$ cat config.mk
export PLATFORM = sky130hd
export DESIGN_NAME = vga_scan_ctrl
export DESIGN_NICKNAME = d
export VERILOG_FILES = /design/src/rtl/vga_scan_ctrl.sv
export SDC_FILE = /design/constraint.sdc
export NUM_CORES = 1
export LEC_CHECK = 0
export ABC_AREA = 0
export BUFFER_PORTS_ARGS = -buffer_cell sky130_fd_sc_hd__buf_2
export CORE_UTILIZATION = 30
export CTS_BUF_LIST = sky130_fd_sc_hd__clkbuf_8 sky130_fd_sc_hd__clkbuf_16
export CTS_CLUSTER_DIAMETER = 40
export DETAILED_ROUTE_END_ITERATION = 10
export SLEW_MARGIN = 20
export SYNTH_ARGS = -nofsm -noshare
export SYNTH_HDL_FRONTEND = slang
export SYNTH_SLANG_ARGS = --single-unit
$ cat constraint.sdc
create_clock -name clk -period 2.7 [get_ports clk]
set_input_delay 0.54 -clock clk [delete_from_list [all_inputs] [get_ports clk]]
set_output_delay 0.54 -clock clk [all_outputs]
set_load 0.05 [all_outputs]
$ cat src/rtl/vga_scan_ctrl.sv
// vga_scan_ctrl: VGA raster scan generator.
// One pixel slot is four clk cycles (phase 0..3). The pixel generator is asked
// for the next pixel with a one-cycle req strobe in phase 3, and the colour it
// returns is captured on the edge that ends phase 0 of the following slot.
// Column/row ordering inside a line/frame is back porch, visible, front porch,
// sync, so the sync pulses sit at the very end of each line and frame.
module vga_scan_ctrl #(
    parameter int H_TOTAL = 800,  // pixel slots per line
    parameter int V_TOTAL = 525,  // lines per frame
    // Porch/sync geometry; front porch is whatever remains of the total.
    parameter int H_BP    = 48,
    parameter int H_VIS   = 640,
    parameter int H_SYNC  = 96,
    parameter int V_BP    = 33,
    parameter int V_VIS   = 480,
    parameter int V_SYNC  = 2
) (
    input  logic       clk,
    input  logic       rst_n,
    input  logic [7:0] next_color,
    output logic       req,
    output logic [9:0] col,
    output logic [9:0] row,
    output logic [9:0] next_col,
    output logic [9:0] next_row,
    output logic       hsync,
    output logic       vsync,
    output logic [2:0] vga_red,
    output logic [2:0] vga_green,
    output logic [1:0] vga_blue,
    output logic       frame_start
);

    // Timing boundaries, all held in 10 bits (max position 1023).
    localparam logic [9:0] H_LAST       = 10'(H_TOTAL - 1);
    localparam logic [9:0] V_LAST       = 10'(V_TOTAL - 1);
    localparam logic [9:0] H_VIS_START  = 10'(H_BP);
    localparam logic [9:0] H_VIS_END    = 10'(H_BP + H_VIS);   // exclusive
    localparam logic [9:0] V_VIS_START  = 10'(V_BP);
    localparam logic [9:0] V_VIS_END    = 10'(V_BP + V_VIS);   // exclusive
    localparam logic [9:0] H_SYNC_START = 10'(H_TOTAL - H_SYNC);
    localparam logic [9:0] V_SYNC_START = 10'(V_TOTAL - V_SYNC);

    localparam logic [1:0] PH_LAST = 2'd3;

    logic [1:0] phase_q, phase_d;
    logic [9:0] col_q, col_d;
    logic [9:0] row_q, row_d;
    logic [9:0] next_col_q, next_col_d;
    logic [9:0] next_row_q, next_row_d;
    logic       req_q, req_d;
    logic       hsync_q, hsync_d;
    logic       vsync_q, vsync_d;
    logic [7:0] color_q, color_d;
    logic       frame_start_q, frame_start_d;

    logic       slot_end;
    logic       col_wrap;
    logic       row_wrap;
    logic       visible;

    // Slot phase and scan position for the next cycle.
    always_comb begin
        phase_d  = phase_q + 2'd1;
        slot_end = (phase_q == PH_LAST);
        col_wrap = (col_q == H_LAST);
        row_wrap = (row_q == V_LAST);
        col_d    = col_q;
        row_d    = row_q;
        if (slot_end) begin
            if (col_wrap) begin
                col_d = 10'd0;
                row_d = row_wrap ? 10'd0 : row_q + 10'd1;
            end else begin
                col_d = col_q + 10'd1;
            end
        end
    end

    // Look-ahead position, sync and strobe flags derived from the next
    // position so they change on the same edge as col/row.
    always_comb begin
        if (col_d == H_LAST) begin
            next_col_d = 10'd0;
            next_row_d = (row_d == V_LAST) ? 10'd0 : row_d + 10'd1;
        end else begin
            next_col_d = col_d + 10'd1;
            next_row_d = row_d;
        end
        hsync_d       = !(col_d >= H_SYNC_START);
        vsync_d       = !(row_d >= V_SYNC_START);
        req_d         = (phase_d == PH_LAST);
        frame_start_d = (phase_d == 2'd0) && (col_d == 10'd0) && (row_d == 10'd0);
    end

    // Colour capture at the end of phase 0; blanked outside the active area.
    always_comb begin
        visible = (col_q >= H_VIS_START) && (col_q < H_VIS_END) &&
                  (row_q >= V_VIS_START) && (row_q < V_VIS_END);
        color_d = color_q;
        if (phase_q == 2'd0) begin
            color_d = visible ? next_color : 8'd0;
        end
    end

    // State registers; reset abandons any slot/frame in progress.
    always_ff @(posedge clk or negedge rst_n) begin
        if (!rst_n) begin
            phase_q       <= 2'd0;
            col_q         <= 10'd0;
            row_q         <= 10'd0;
            next_col_q    <= 10'd1;
            next_row_q    <= 10'd0;
            req_q         <= 1'b0;
            hsync_q       <= 1'b1;
            vsync_q       <= 1'b1;
            color_q       <= 8'd0;
            frame_start_q <= 1'b0;
        end else begin
            phase_q       <= phase_d;
            col_q         <= col_d;
            row_q         <= row_d;
            next_col_q    <= next_col_d;
            next_row_q    <= next_row_d;
            req_q         <= req_d;
            hsync_q       <= hsync_d;
            vsync_q       <= vsync_d;
            color_q       <= color_d;
            frame_start_q <= frame_start_d;
        end
    end

    assign req         = req_q;
    assign col         = col_q;
    assign row         = row_q;
    assign next_col    = next_col_q;
    assign next_row    = next_row_q;
    assign hsync       = hsync_q;
    assign vsync       = vsync_q;
    assign vga_red     = color_q[7:5];
    assign vga_green   = color_q[4:2];
    assign vga_blue    = color_q[1:0];
    assign frame_start = frame_start_q;

endmodule

* Yosys cells after proc, flatten, opt, wreduce, memory -nomap -nowiden
Index checks and enable logic that the tools add are counted.
Storage, ports and cells: flip-flop bits (word level) 54, latch bits 0, bits in writable memories 0, memory bits (read-only) 0, output and inout bits 52, memories kept 0
Operators by class: $add $sub $neg 5, multiply operators 0, divide/modulo/power cells 0, magnitude comparators 6, equal/unequal tests 6, shifts and indexed selects 0, multiplexer cells 9, bitwise gates (word level) 0, reductions and logical operators 11
Operators by type and width (number):
- 10-bit 2-to-1 mux | 8
- 10-bit by 1-bit adder with 10-bit output, second input constant | 4
- 10-bit == test, second input constant | 4
- 10-bit >= comparator, second input constant | 2
- 10-bit by 6-bit >= comparator with 1-bit output, second input constant | 2
- 10-bit logical NOT | 2
- 10-bit less-than comparator, second input constant | 2
- 8-bit 2-to-1 mux | 1
- 1-bit logical AND | 5
- 2-bit == test, second input constant | 2
- 2-bit logical NOT | 2
- 2-bit by 1-bit adder with 2-bit output, second input constant | 1
- 1-bit logical NOT | 2

* Logic depth before layout (Yosys ltp)
Gate-level depths: netlist of run 1.
depth after elaboration 7, mapped depth 12

* Least setup slack after synthesis of run 1
Ideal clock, no wire load.
path type reg2reg, from register col_q[4] (netlist: col[4]), to register next_row_q[9] (netlist: next_row[9]), library setup time 0.086 ns, arrival 3.194 ns, data required time 2.614 ns, path slack -0.580 ns, cell stages (with the launch flop) 12, path buffers 2, period minus slack after synthesis 3.280 ns, path through dfrtp_1 > clkbuf_2 > or4b_4 > o311ai_0 > o21ai_0 > ha_1 > and4_1 > o2111a_1 > buf_2 > nand2_1 > and4bb_2 > nor3_1
RTL lines:
- start, declared | RTL line 47 | logic [9:0] col_q, col_d;
- start signal, assigned | RTL line 121 | col_q <= col_d;
- 10-bit == test | RTL line 66 | col_wrap = (col_q == H_LAST);
- 10-bit 2-to-1 mux | RTL line 71 | if (col_wrap) begin
- 10-bit 2-to-1 mux | RTL line 70 | if (slot_end) begin
- via col_d[0] | RTL line 47
- 10-bit == test | RTL line 83 | if (col_d == H_LAST) begin
- 10-bit 2-to-1 mux | RTL line 83
- via next_row_d[9] | RTL line 50 | logic [9:0] next_row_q, next_row_d;
- end signal, assigned | RTL line 124 | next_row_q <= next_row_d;
- end, declared | RTL line 50
The timed path passes the listed nets, and every way through them passes these cells. A chain may end at the register's enable or synchronous reset.

* Worst setup path after layout of run 1
from register col_q[6] (netlist: col[6]), to register next_col_q[0] (netlist: next_col[0])
Between the ends: longest elaborated chain between the ends 5
RTL lines:
- 10-bit == test * | RTL line 66
- 10-bit 2-to-1 mux * | RTL line 71
- 10-bit 2-to-1 mux * | RTL line 70
- via col_d[0] | RTL line 47
- 10-bit by 1-bit adder with 10-bit output / 10-bit == test (equally long branches) | RTL line 87, 83
- 10-bit 2-to-1 mux * | RTL line 83
- via next_col_d[0] | RTL line 49 | logic [9:0] next_col_q, next_col_d;
- end signal, assigned | RTL line 123 | next_col_q <= next_col_d;
- end, declared | RTL line 49
The timed path passes the listed nets; every way through them passes the cells marked *.

==> key figures, run 1 <==
Logic synthesis
  – Primary FF master, synth: dfrtp_1
  – Sequential area share after synthesis: 0.457
  – Count of cell types in the netlist: 56
  – Number of enable flip-flop cells after synthesis: 0
  – Most frequent cell after synthesis: dfrtp_1
  – Post-synth top area share: 0.431
  – Mapped Cells: 308
  – Async SR Flop Fraction: 1.00
  – Yosys warns: 0
  – Yosys reg bits: 54
  – Largest cells by area after synthesis: dfrtp_1, ha_1, xnor2_1, nor2_1, inv_1
  – Synth top cells by count: dfrtp_1, nor2_1, inv_1
  – Syn_area_per_cell: 9.62 sq um
  – Mapped Area: 0.00296 sq mm
  – Syn nets: 330
  – Synth area leader: dfrtp_1

Floorplan
  – Die X: 101 microns
  – Die area: 0.0103 sq mm
  – IO Pins: 62
  – Initial core utilization: 0.315
  – # rows: 35
  – Die Span Y: 101 microns
  – Core area: 0.00942 sq mm

Route
  – Vias/cell: 4.92
  – Via count: 2809
  – Top sig layer: met4
  – DRC Markers: 0
  – Met2 WL: 4320 microns
  – Wire length on met1: 3900 microns
  – TritonRoute pass-1 iters: 4
  – Starting DRT DRC Count: 151
  – WL final: 8800 microns
  – WL/cell: 15.4 microns
  – Post-route ant nets: 0
  – Met3 wire length: 371 microns

Timing
  – Final Hold Fails: 0
  – Final worst path period need: 2820 ps
  – Unrepaired setup endpoints after global routing: yes
  – # setup viols final: 7
  – Worst-Margin Slew: 743 ps
  – Fin crit share: 1.04
  – Final WS setup: -121 ps
  – Slew headroom: 0.504
  – Final Max Slew Viols: 0
  – Worst-case clock skew: 13.0 ps
  – Max Fclk: 354 MHz

Power and ir drop
  – Peak VDD IR: 205 uV
  – Power Density: 325 mW/mm^2
  – Pleak: 2.16 nW

Finish
  – Design area: 0.00433 sq mm
  – Post-layout net count: 463
  – Area grow syn2layout: 46.1%
  – Ratio of cells with drive above 1 in the final layout: 0.473
  – Final core utilization: 0.460
  – Antenna cells: 0
  – Fillcell total: 903

Placement
  – DP Area: 0.00385 sq mm
  – Final GP Congestion: 0.875
  – Port Buffers: 61
  – Dpl hpwl: 6460 microns

GRT
  – Total Routing Usage GR: 0.174
  – First-pass GRT wire length: 13700 microns
  – Pin count of the biggest net entering global routing: 32
  – Total congestion overflow: 0
  – Vias in the first global route: 2701
  – Initial antenna violation count: 0

Critical path
  – WP data arrival: 3080 ps
  – CP Data Required Time: 2960 ps
  – Critical setup path kind: reg2reg
  – Crit path launch type: flip-flop
  – Crit path capture type: flip-flop
  – Worst-path fanout max: 3

Clock network
  – CTS Hold Buffers Added: 0
  – Clock sink count: 54
  – Max clock buf depth: 2
  – Clk_lat worst skew: 320 ps
  – CTS H-Tree Depth: 2
  – CTS buffer count: 5
  – Clock slew at reported path FFs: 110 ps
  – Clock root buffer: clkbuf_8
  – CTS tree: yes

Run status
  – Failing checks: negative setup slack
  – Status: finished with violations

Worst hold path
  – Min-delay worst type: in2async

Flow run
  – Max-cap violations: 0
per-stage QoR:
step           worst slack (ps)  TNS (ps)  power, mW  hold slack (ps)  instances
5_1_grt                    -190     -1090       1.45              326        571
2_1_floorplan              -319     -1960      0.824              244        308
3_3_place_gp              -18.7     -55.2      0.849              507        545
6_report                   -121      -432       1.41              271        571
4_1_cts                   -65.5      -323       1.42              294        564
3_5_place_dp               -104      -428      0.849              519        545
cell usage in the layout (no fill, tap or decap), types with 3 or more instances in the layout:
| cell type | n |
|---|---|
| dfrtp_1 | 42 |
| clkbuf_8 | 5 |
| nor3_2 | 3 |
| buf_4 | 78 |
| o21ai_0 | 14 |
| nand3_1 | 15 |
| dfstp_2 | 3 |
| inv_1 | 25 |
| xor2_1 | 6 |
| nand2_1 | 20 |
| nor2_1 | 22 |
| ha_1 | 9 |
| buf_2 | 62 |
| a21oi_1 | 8 |
| nor3_1 | 6 |
| o21ai_1 | 3 |
| nand4_1 | 8 |
| and3_1 | 3 |
| nor4_1 | 3 |
| o21a_1 | 3 |
| a21o_1 | 5 |
| and4_1 | 4 |
| nor2_2 | 4 |
| dfrtp_2 | 9 |
| ha_4 | 3 |
| xnor2_1 | 13 |
| o31ai_1 | 3 |
| nor4_2 | 3 |
worst paths after layout:
check | startpoint | endpoint | slack (ps) | cells after the start
worst max-delay path | col[6] | next_col[0] | -120 | 15
worst min-delay path | rst_n | row[9] | 270 | 1
worst max register to register | col[6] | next_col[0] | -120 | 15
worst min register to register | color_q[1] | color_q[1] | 530 | 2
max in group asynchronous | rst_n | next_col[0] | 1690 | 2
min in group clk | next_color[1] | color_q[1] | 410 | 3
registers in the layout (all words and copies together) (netlist names):
register     flops
phase_q          2
col             10
vsync            1
row             10
color_q          8
req              1
next_col        10
next_row        10
frame_start      1
hsync            1
worst max-delay path: stages, from the launching register on:
cell      delay (ps)
dfrtp_2          420
or4b_4           580
o311ai_2         260
o21ai_2          120
buf_4            140
buf_4            120
buf_4            120
buf_4            120
buf_4            120
buf_4            120
buf_4            120
buf_4            120
buf_4            120
buf_4            120
buf_4            120
nor2_2            70
cells by family after synthesis:
group                      count (synthesis)  synth area share
and+or+nand+nor                          120             0.236
adders and majority gates                 12            0.0507
buffers and inverters                     42            0.0599
AOI/OAI and AO/OA                         56             0.125
muxes                                      2           0.00718
DFF                                       54             0.457
xor gates and xnor gates                  22            0.0650
cell type report:
type                            instances  area (sq um)  area share
Inverter                               26          97.6      0.0225
Multi-Input combinational cell        212          1670       0.385
Clock inverter                          3          48.8      0.0113
Tap cell                              129           161      0.0373
Clock buffer                            5          68.8      0.0159
Timing Repair Buffer                  142           918       0.212
Sequential cell                        54          1370       0.316
power breakdown:
part | total [mW] | switching, mW | internal [mW]
registers | 0.808 | 0 | 0.808
clock network | 0.573 | 0.290 | 0.283
logic | 0.0238 | 0.0173 | 0.00649
timing repair:
action	in CTS	in global routing
resized for setup	11	32
gates cloned	0	1
setup buffers	11	6
setup endpoints to repair	6	14
pin swaps	10	10
routing by layer:
layer	GRT usage	vias up
li1	-	1354
met1	0.221	1342
met2	0.307	92
met3	0.0262	21
met4	0.0479	0
met5	0	-
Note: power is estimated with default switching activity, not from simulation.
==> run 2, diff against run 1 <==
--- a/config.mk
+++ b/config.mk
@@ -7,10 +7,14 @@
 export LEC_CHECK = 0
 export ABC_AREA = 0
 export BUFFER_PORTS_ARGS = -buffer_cell sky130_fd_sc_hd__buf_2
-export CORE_UTILIZATION = 30
+export CELL_PAD_IN_SITES_DETAIL_PLACEMENT = 1
+export CELL_PAD_IN_SITES_GLOBAL_PLACEMENT = 1
+export CORE_ASPECT_RATIO = 0.5
+export CORE_UTILIZATION = 38
 export CTS_BUF_LIST = sky130_fd_sc_hd__clkbuf_8 sky130_fd_sc_hd__clkbuf_16
 export CTS_CLUSTER_DIAMETER = 40
 export DETAILED_ROUTE_END_ITERATION = 10
+export PLACE_DENSITY_LB_ADDON = 0.1
 export SLEW_MARGIN = 20
 export SYNTH_ARGS = -nofsm -noshare
 export SYNTH_HDL_FRONTEND = slang
==> run 2 against run 1 <==
Compared with the run above:
- the flow still finishes with violations (negative setup slack)
- clock power up 12%
- register-to-register slack about the same
- sequential power about the same
- sequential share of layout area up 1.1 points
- via count up 1.2%
- setup slack worse by 4.7 ps
- combinational power down 6%
- critical path type unchanged
- critical endpoint is now frame_start
==> key figures, run 2 (synthesis gave the netlist of run 1 again) <==
Run status
  – Status: finished with violations
  – Failing checks: negative setup slack

GRT
  – GR peak layer: met2
  – Met2 Use GR: 0.434
  – Pin count of the biggest net entering global routing: 55
  – GR Util met3: 0.0578
  – Initial antenna violation count: 0
  – Total Routing Usage GR: 0.248
  – First-pass GRT wire length: 15400 microns
  – Vias in the first global route: 2941
  – Met1 usage: 0.311
  – Total congestion overflow: 0

Timing
  – Fin crit share: 1.05
  – Worst-Margin Slew: 682 ps
  – Setup TNS: -464 ps
  – Max Fclk: 354 MHz
  – Final worst path period need: 2830 ps
  – Final Max Slew Viols: 0
  – # setup viols final: 6
  – Final WS setup: -126 ps
  – Unrepaired setup endpoints after global routing: yes
  – Worst-case clock skew: 7.55 ps
  – Final Hold Fails: 0
  – Slew headroom: 0.545

Clock network
  – Clock slew at reported path FFs: 70 ps
  – CTS tree: yes
  – CTS Hold Buffers Added: 0
  – CTS buffer count: 5
  – Clk_lat worst skew: 290 ps
  – CTS H-Tree Depth: 2
  – Clock sink count: 54
  – Max clock buf depth: 2
  – Clock root buffer: clkbuf_16

Floorplan
  – IO Pins: 62
  – Die X: 127 microns
  – Initial core utilization: 0.399
  – # rows: 22
  – Die area: 0.00818 sq mm
  – Core area: 0.00743 sq mm
  – Die Span Y: 64.5 microns

Finish
  – Commonest non-fill, non-tap cell in the layout: buf_4
  – Ratio of cells with drive above 1 in the final layout: 0.452
  – Design area: 0.00418 sq mm
  – Layout Cells excl Fill: 525
  – Post-layout net count: 450
  – Commonest cells after routing, fill and taps aside: buf_4, buf_2, dfrtp_1
  – Antenna cells: 0
  – Area grow syn2layout: 41.1%
  – Fillcell total: 858

Critical path
  – Worst-path cell chain: or4b_4 -> o311ai_2 -> o21ai_2 -> inv_1 -> ha_1 -> nand3_1 -> or4_1 -> or4_1 -> nor4_2
  – Worst-path fanout max: 3
  – CP Data Required Time: 2890 ps
  – WP data arrival: 3010 ps
  – Cell mode on critical path: or4_1
  – Crit path capture type: flip-flop
  – CP peak stage delay: 580 ps
  – Worst path slowest cell: or4b_4
  – Worst path bufs/invs: 1
  – Critical path's top delay family: simple AND/OR/NAND/NOR gates
  – Crit path launch type: flip-flop
  – Critical setup path kind: reg2reg

Power and ir drop
  – Pleak: 2.13 nW
  – Power Density: 353 mW/mm^2
  – Peak VDD IR: 229 uV

Placement
  – DP Cell Count: 512
  – DP Area: 0.00382 sq mm
  – Dpl hpwl: 6880 microns
  – Dpl ws: -159 ps
  – Final GP Congestion: 0.967
  – Port Buffers: 61

Route
  – Via count: 2842
  – Vias/cell: 5.41
  – WL/cell: 18.0 microns
  – TritonRoute pass-1 iters: 4
  – Post-route ant nets: 0
  – DRC Markers: 0
  – Starting DRT DRC Count: 85
  – WL final: 9470 microns

Flow run
  – Max-cap violations: 0

Worst hold path
  – Min-delay worst type: in2async
## run 2: power breakdown
group | internal [mW] | total, mW | switching, mW
Sequential | 0.809 | 0.809 | 0
Clock | 0.365 | 0.644 | 0.279
Combinational | 0.00556 | 0.0224 | 0.0168
Total | 1.18 | 1.47 | 0.296
## run 2: worst paths after layout
kind                                to          start  cells after the start  slack, ps
setup / recovery           frame_start         col[5]                      9       -130
hold / removal                  row[5]          rst_n                      2        360
setup reg to reg           frame_start         col[5]                      9       -130
hold reg to reg             color_q[5]     color_q[5]                      2        520
max in group asynchronous       col[5]          rst_n                      2       1830
min in group clk            color_q[6]  next_color[6]                      3        450
## run 2: stage by stage
stage,power (mW),hold slack [ps],utilization
finish,1.47,362,0.563
global route,1.53,430,0.563
CTS,1.49,413,0.548
detailed placement,0.848,517,0.514
global placement,0.847,506,0.514
floorplan,0.824,244,-
## run 2: repair_timing
action                                  4_1_cts  5_1_grt
endpoints found under the setup margin       10       12
hold endpoints to repair                      0        0
resized for setup                            19       18
pin swaps                                     7        8
setup buffers                                 3        2
## run 2: final cells by class
type / instances / area [sq um] / area share
well taps: 96 / 120 / 0.0287
multi-input cells: 212 / 1620 / 0.387
clock buffers: 6 / 139 / 0.0332
inverters: 26 / 97.6 / 0.0233
clock inverters: 2 / 8.76 / 0.00209
repair buffers: 129 / 832 / 0.199
flip-flops and latches: 54 / 1370 / 0.327
## run 2: routing by layer
metal,wire length [microns],share of wire
met1,4240,0.45
met5,0,0
met4,148,0.016
met2,4590,0.48
met3,492,0.052
